### src/rtl/rd_if_pkg.sv
// Shared types and defaults for the go/rd/ws/ds read handshake target.
package rd_if_pkg;

   typedef enum logic [1:0] {
      IDLE,
      WAIT,
      READY
   } state_t;

   localparam int unsigned DW_DEF = 8;
   localparam int unsigned AW_DEF = 4;
   localparam int unsigned WW_DEF = 4;

   localparam logic [DW_DEF-1:0] OOR_DATA = '0;

endpackage

### src/rtl/rd_resp_mem.sv
// Preloadable word store: synchronous write, combinational read, range check.
module rd_resp_mem
   import rd_if_pkg::*;
#(
   parameter int unsigned DW    = DW_DEF,
   parameter int unsigned AW    = AW_DEF,
   parameter int unsigned DEPTH = 12
) (
   input  logic          clk_i,
   input  logic          wr_en_i,
   input  logic [AW-1:0] wr_addr_i,
   input  logic [DW-1:0] wr_data_i,
   input  logic [AW-1:0] rd_addr_i,
   output logic [DW-1:0] rd_data_o,
   output logic          rd_oor_o
);

   logic [DW-1:0] mem_q [DEPTH];

   always_ff @(posedge clk_i) begin
      if (wr_en_i && (int'(wr_addr_i) < DEPTH)) begin
         mem_q[wr_addr_i] <= wr_data_i;
      end
   end

   // Read sees pre-edge contents, so a same-cycle write returns the old word.
   always_comb begin
      rd_oor_o  = (int'(rd_addr_i) >= DEPTH);
      rd_data_o = DW'(OOR_DATA);
      if (!rd_oor_o) begin
         rd_data_o = mem_q[rd_addr_i];
      end
   end

endmodule

### src/rtl/rd_responder.sv
// Target side of the rd/ws/ds read handshake: wait-state stretching,
// registered read data, address/abort error and protocol error pulses.
module rd_responder
   import rd_if_pkg::*;
#(
   parameter int unsigned DW      = DW_DEF,
   parameter int unsigned AW      = AW_DEF,
   parameter int unsigned DEPTH   = 12,
   parameter int unsigned WW      = WW_DEF,
   parameter int unsigned TIMEOUT = 16
) (
   input  logic          clk,
   input  logic          rst_n,
   input  logic          rd,
   input  logic          ds,
   input  logic [AW-1:0] addr,
   input  logic [WW-1:0] wait_cfg,
   output logic          ws,
   output logic [DW-1:0] rdata,
   output logic          busy,
   output logic          err,
   output logic          proto_err,
   input  logic          wr_en,
   input  logic [AW-1:0] wr_addr,
   input  logic [DW-1:0] wr_data
);

   localparam int unsigned TW = (TIMEOUT > 2) ? $clog2(TIMEOUT) : 1;

   state_t        state_q;
   logic          ws_q;
   logic [DW-1:0] rdata_q;
   logic          busy_q;
   logic          err_q;
   logic          proto_err_q;
   logic          oor_q;
   logic [WW-1:0] wcnt_q;
   logic [TW-1:0] tcnt_q;

   logic [DW-1:0] mem_rdata;
   logic          mem_oor;

   rd_resp_mem #(
      .DW   (DW),
      .AW   (AW),
      .DEPTH(DEPTH)
   ) u_mem (
      .clk_i    (clk),
      .wr_en_i  (wr_en),
      .wr_addr_i(wr_addr),
      .wr_data_i(wr_data),
      .rd_addr_i(addr),
      .rd_data_o(mem_rdata),
      .rd_oor_o (mem_oor)
   );

   always_ff @(posedge clk or negedge rst_n) begin
      if (!rst_n) begin
         state_q     <= IDLE;
         ws_q        <= 1'b0;
         rdata_q     <= '0;
         busy_q      <= 1'b0;
         err_q       <= 1'b0;
         proto_err_q <= 1'b0;
         oor_q       <= 1'b0;
         wcnt_q      <= '0;
         tcnt_q      <= '0;
      end else begin
         err_q       <= 1'b0;
         proto_err_q <= 1'b0;
         case (state_q)
            IDLE: begin
               if (rd) begin
                  rdata_q <= mem_rdata;
                  oor_q   <= mem_oor;
                  wcnt_q  <= wait_cfg;
                  tcnt_q  <= '0;
                  busy_q  <= 1'b1;
                  if (wait_cfg != '0) begin
                     state_q <= WAIT;
                     ws_q    <= 1'b1;
                  end else begin
                     state_q <= READY;
                     ws_q    <= 1'b0;
                  end
               end else if (ds) begin
                  proto_err_q <= 1'b1;
               end
            end
            WAIT: begin
               // An early ds is flagged but does not disturb the countdown.
               if (ds) begin
                  proto_err_q <= 1'b1;
               end
               if (!rd && !ds) begin
                  state_q <= IDLE;
                  ws_q    <= 1'b0;
                  busy_q  <= 1'b0;
                  err_q   <= 1'b1;
               end else begin
                  wcnt_q <= wcnt_q - 1'b1;
                  if (wcnt_q == WW'(1)) begin
                     state_q <= READY;
                     ws_q    <= 1'b0;
                  end
               end
            end
            READY: begin
               if (ds) begin
                  state_q <= IDLE;
                  busy_q  <= 1'b0;
                  err_q   <= oor_q;
               end else if (!rd || (tcnt_q == TW'(TIMEOUT - 1))) begin
                  state_q <= IDLE;
                  ws_q    <= 1'b0;
                  busy_q  <= 1'b0;
                  err_q   <= 1'b1;
               end else begin
                  tcnt_q <= tcnt_q + 1'b1;
               end
            end
            default: begin
               state_q <= IDLE;
               ws_q    <= 1'b0;
               busy_q  <= 1'b0;
            end
         endcase
      end
   end

   assign ws        = ws_q;
   assign rdata     = rdata_q;
   assign busy      = busy_q;
   assign err       = err_q;
   assign proto_err = proto_err_q;

endmodule

### config.mk
export PLATFORM = sky130hd
export DESIGN_NAME = rd_responder
export DESIGN_NICKNAME = d
export VERILOG_FILES = /design/src/rtl/rd_if_pkg.sv /design/src/rtl/rd_resp_mem.sv /design/src/rtl/rd_responder.sv
export SDC_FILE = /design/constraint.sdc
export NUM_CORES = 1
export LEC_CHECK = 0
export CORE_MARGIN = 3
export CORE_UTILIZATION = 26
export CTS_BUF_LIST = sky130_fd_sc_hd__clkbuf_4
export CTS_CLUSTER_DIAMETER = 30
export DETAILED_ROUTE_END_ITERATION = 12
export DONT_BUFFER_PORTS = 1
export PLACE_DENSITY_LB_ADDON = 0.12
export SLEW_MARGIN = 20
export SYNTH_ARGS = -nofsm -noshare
export SYNTH_HDL_FRONTEND = slang
export SYNTH_SLANG_ARGS = --single-unit
### constraint.sdc
create_clock -name clk -period 2 [get_ports clk]
set_clock_uncertainty 0.05 [all_clocks]
set_input_delay 0.4 -clock clk [delete_from_list [all_inputs] [get_ports clk]]
set_output_delay 0.4 -clock clk [all_outputs]
set_load 0.02 [all_outputs]
Word level (Yosys, flattened, before mapping)
Memory sizes are Yosys's and may differ from the RTL's.
Cells that the tools add are included.
- $lt $le $gt $ge: 2
- eq/ne operators: 12
- muxes and demuxes: 35
- reduce and logical (&&, ||, !) cells: 15
- $add $sub $neg: 2
- operators with widths (operator ; count):
    two-way mux 4 bit ; 5
    two-way mux 1 bit ; 16
    case mux 4 bit (2 select lines) ; 2
    two-way mux 2 bit ; 6
    != test 2 bit, second input constant ; 6
    AND reduction 3 bit ; 3
    two-way mux 8 bit ; 1
    AND reduction 4 bit ; 2
    != test 3 bit, second input constant ; 2
    case mux 1 bit (3 select lines) ; 2
    case mux 2 bit (3 select lines) ; 1
    adder 4 x 1 -> 4 bit, second input constant ; 1
    equality test 4 x 1 -> 1 bit, second input constant ; 1
    equality test 4 bit, second input constant ; 1
    >= comparator 4 bit, second input constant ; 1
    less-than comparator 4 bit, second input constant ; 1
    case mux 1 bit (2 select lines) ; 2
    nonzero test 2 bit ; 2
    nonzero test 4 bit ; 1
    subtractor 4 x 1 -> 4 bit, second input constant ; 1
    equality test 2 x 1 -> 1 bit, second input constant ; 1
    equality test 2 bit, second input constant ; 1
    logical AND 1 bit ; 2
    zero test 1 bit ; 2
    3 further kinds ; 3
- output and inout bits: 12
- word-level logic and storage cells: 76
- bits in registers: 23
- memories kept: 1
- bits in writable memories: 96
- memories (name ; depth ; bits a word ; rd ports ; clocked after memory_dff ; wr ports ; line ; RTL):
    u_mem.mem_q ; 12 ; 8 ; 1 ; 0 ; 1 ; rd_resp_mem.sv:18 ; logic [DW-1:0] mem_q [DEPTH];

Logic depth before layout (Yosys ltp)
- word-level depth: 5
- depth in mapped cells: 7
- gate-level depth less buffers: 6

Modules after synthesis
From an unflattened synthesis, not the netlist that was laid out.
- cells, all modules: 291
- area, all modules: 4999.8 µm²
- modules (own cells, without submodules) (module ; times used ; area each (µm²) ; cells each ; seq. area each (µm²)):
    rd_resp_mem ; 1 ; 3751.1 ; 175 ; 2882.8
    rd_responder ; 1 ; 1248.7 ; 116 ; 575.6

Least setup slack after synthesis
OpenSTA, ideal clock, no wires.
- path kind: input port to flip-flop
- start point: in wr_addr[3]
- end point: mem u_mem.mem_q[0][0] (netlist bit), enable pin
- cell stages on the path: 2
- arrival: 1.510 ns
- setup time: 0.383 ns
- setup slack: 0.057 ns
- path buffers: 0
- cells stage by stage: or3b_2 > nor3_1
- word-level cells in the longest chain between the ends: 4
- ends and longest elaborated chain (item ; line ; RTL):
    from (decl) ; rd_responder.sv:24 ; input logic [AW-1:0] wr_addr,
    less-than comparator 4 bit ; rd_resp_mem.sv:21 ; if (wr_en_i && (int'(wr_addr_i) < DEPTH)) begin
    logical AND 1 bit ; rd_resp_mem.sv:21 ;
    two-way mux 1 bit ; rd_resp_mem.sv:21 ;
    two-way mux 1 bit (not written as such) ; rd_resp_mem.sv:22 ; mem_q[wr_addr_i] <= wr_data_i;
    to (decl) ; rd_resp_mem.sv:18 ;
Parallel ways exist; a longest one is shown, timed or not.

Worst setup path after layout
- start point: reg tcnt_q[0]
- end point: reg state_q[0]
- word-level cells in the longest chain between the ends: 4
- ends and longest elaborated chain (item ; line ; RTL):
    from (decl) ; rd_responder.sv:38 ; logic [TW-1:0] tcnt_q;
    from (signal assigned) ; rd_responder.sv:119 ; tcnt_q <= tcnt_q + 1'b1;
    equality test 4 bit ; rd_responder.sv:113 ; end else if (!rd || (tcnt_q == TW'(TIMEOUT - 1))) begin
    logical OR 1 bit ; rd_responder.sv:113 ;
    != test 3 bit (no source line) ; n/a ;
    AND reduction 3 bit (no source line) ; n/a ;
    to (signal assigned) ; rd_responder.sv:110 ; state_q <= IDLE;
    to (signal assigned) ; rd_responder.sv:114 ; state_q <= IDLE;
    to (signal assigned) ; rd_responder.sv:123 ; state_q <= IDLE;
    to (decl) ; rd_responder.sv:30 ; state_t state_q;
No other way between the ends.
A chain may end at the register's enable or synchronous reset.

==> metrics.cfg <==
[run_status]
status = completed

[cells_and_area]
layout-drive-gt1-share_pct = 18.31
syn_to_final_growth_pct = 16.96
nFillCells = 1876
finalNetCount = 384

[power_and_ir_drop]
clkPwrFrac_pct = 33.2
pwr-share-comb_pct = 15.3
p_per_area_nw_per_um2 = 1062
fin_total_pwr_uw = 6205
pwr-share-seq_pct = 51.5
leakage_uw = 0.002117
power.switching_uw = 1843
p_int_uw = 4362
max-vdd-ir-drop_mv = 0.3666
p_sw_share_pct = 29.70

[sta]
rsz0062_at_grt = false
hold_viol_final = 0
min_period_over_period_pct = 87.74
slew_headroom_pct = 65.07
worst_pin_slew_ns = 0.5222
finalSetupTns_ns = 0
slew_violations = 0
fmax_mhz = 569.9
min_period_ns = 1.755
finalSetupViolations = 0

[setup_path]
critPathLaunchType = flop
reg2reg_depth = 5
endpoint_kind = flop
r2r_start = tcnt_q[0]
required_ns = 2.37
crit_chain = ha_1 > and3_1 > nor3_1 > a21o_1 > mux2_2
crit_arrival_ns = 2.13
cp_slowest_cell = dfrtp_1
reg2reg_slack_ns = 0.25
startpoint = tcnt_q[0]
cp.depth = 5
crit_type = reg -> reg
critical_path.top_delay_family = flip-flops
crit_buf_inv = 0
crit_end = state_q[0]
cp_max_fo = 5
reg2reg_to = state_q[0]
slowest_delay_ns = 0.44

[routing]
wl_per_cell_um = 19.45
dr_total_vias = 2767
drtIter0Drc = 151
drc = 0
drt-total-wl_mm = 11.69
drtPass1Iterations = 4
ant_nets = 0
vias_per_cell = 4.604

[logic_synthesis]
avgSynthCellArea_um2 = 15.75
synth.top_cell.area_share_pct = 57.73
synthFlopType = edfxtp_1
syn_area_um2 = 4994
synth_seq_cells = 119
async_flop_share_pct = 19.33
yosysSeqAreaShare_pct = 69.26
synth_edf_count = 96
synth_cells = 317
synth.distinct_cells = 42
yosysMostFrequentCell = edfxtp_1
synth_warnings = 0
synth_fp_nets = 348
yosys-top-cells-count = edfxtp_1, mux2i_1, dfrtp_1
synth_largest_area_cell = edfxtp_1
ys_top_cells_by_area = edfxtp_1, dfrtp_1, mux2i_1, mux4_1, o221a_2

[global_routing]
grt_pass1_vias = 2875
grt_max_degree = 27
grtUsageTotal_pct = 12.01
grt.overflow.total = 0
antenna_found_initial = 1
grt_pass1_wl_mm = 17.90

[die]
num_rows = 50
die_area_um2 = 20900
die_h_um = 144.6
die_x_um = 144.6
top_level_ports = 37
start_util_pct = 26.61
core_um2 = 18770

[job]
maxCapViolCount = 0

[place]
place_hpwl_mm = 7.355
gp_congestion = 0.7672
io_buffer_count = 0

[clock_network]
htreeDepth = 4
clock-sinks = 119
insertion_delay_ns = 0.53
postCtsSetupBuffers = 0
clockBufferDepth = 2
cts_tree = done
cts_made_buffers = 17
cts_root_buf = clkbuf_4
path_clk_slew_ns = 0.13

[min_path]
hold_path.class = in -> reg

[cell type report]
cell class | instances | area (um^2) | share of cell area [%]
inverter | 7 | 26.28 | 0.4499
clock buffer | 17 | 127.6 | 2.185
clock inverter | 15 | 211.5 | 3.620
antenna | 1 | 2.502 | 0.04284
sequential | 119 | 3458 | 59.21
timing repair buffer | 36 | 327.8 | 5.613
tap | 234 | 292.8 | 5.013
multi-input combinational | 172 | 1394 | 23.86
[logic make-up after synthesis]
family | synth area share [%]
compound gates | 8.770
xor+xnor | 0.1754
fa+ha+maj | 1.503
buf+inv | 2.832
flops | 69.26
mux | 12.05
simple gates | 5.412
[stage by stage]
| stage | hold slack (ns) | setup slack [ns] | cells | cell area (um^2) | utilization (%) |
|---|---|---|---|---|---|
| 6_report | 0.06837 | 0.2453 | 601 | 5841 | 31.12 |
| 5_1_grt | 0.009586 | 0.08387 | 601 | 5841 | 31.12 |
| 4_1_cts | 0.002169 | 0.2548 | 600 | 5838 | 31.11 |
| 3_5_place_dp | 0.05516 | 0.2931 | 549 | 5299 | 28.23 |
| 3_3_place_gp | 0.05527 | 0.3101 | 549 | 5299 | 28.23 |
| 2_1_floorplan | 0.05441 | 0.05660 | 317 | 4994 | - |
[what timing repair did]
| action | 4_1_cts | 5_1_grt |
|---|---|---|
| endpoints found under the setup margin | 0 | 0 |
| resized for setup | 0 | 0 |
| hold buffers | 19 | 0 |
| endpoints found under the hold margin | 127 | 0 |
[state kept, by name, indices dropped and copies added (netlist names)]
signal       cells
err              1
tcnt_q           4
oor_q            1
busy             1
wcnt_q           4
state_q          2
ws               1
u_mem.mem_q     96
proto_err        1
rdata            8
[power by group through the flow]
| stage | clock network, uW | registers, uW | logic, uW |
|---|---|---|---|
| after floorplan | 0 | 3180 | 700 |
| after global placement | 0 | 3250 | 881 |
| after detailed placement | 0 | 3260 | 885 |
| after CTS | 2120 | 3200 | 972 |
| after global routing | 2240 | 3220 | 1090 |
| final | 2060 | 3190 | 952 |
[per-layer routing]
metal	part of all wire (%)	up-vias	global-route usage (%)
li1	-	1324	-
met1	43	1385	14.38
met2	51	54	20.19
met3	5.0	4	4.266
met4	0.64	0	3.976
met5	0	-	0
[worst min-delay path by stage]
stage | cells after the start | startpoint | to
3_5_place_dp | 0 | rst_n | ws
5_1_grt | 2 | addr[3] | rdata[3]
2_1_floorplan | 0 | rst_n | busy
3_3_place_gp | 0 | rst_n | ws
4_1_cts | 2 | addr[3] | rdata[3]
6_report | 2 | wait_cfg[1] | wcnt_q[1]
[layout by cell type, fill, tap and decap left out, types with 6 or more instances in the layout]
| cell | netlist | routed |
|---|---|---|
| o22ai_1 | 11 | 11 |
| mux2i_1 | 38 | 38 |
| dfrtp_1 | 23 | 23 |
| a211oi_1 | 8 | 8 |
| dlygate4sd3_1 | 0 | 18 |
| o31ai_1 | 9 | 9 |
| nor2_1 | 10 | 10 |
| edfxtp_1 | 96 | 96 |
| ha_1 | 6 | 6 |
| buf_4 | 1 | 17 |
| a21oi_1 | 6 | 6 |
| o21ai_0 | 13 | 13 |
| clkbuf_4 | 1 | 17 |
| inv_6 | 0 | 8 |
| inv_1 | 7 | 7 |
| nand2_1 | 18 | 18 |
| o221a_2 | 7 | 7 |
Power figures use the tool's default switching activity.
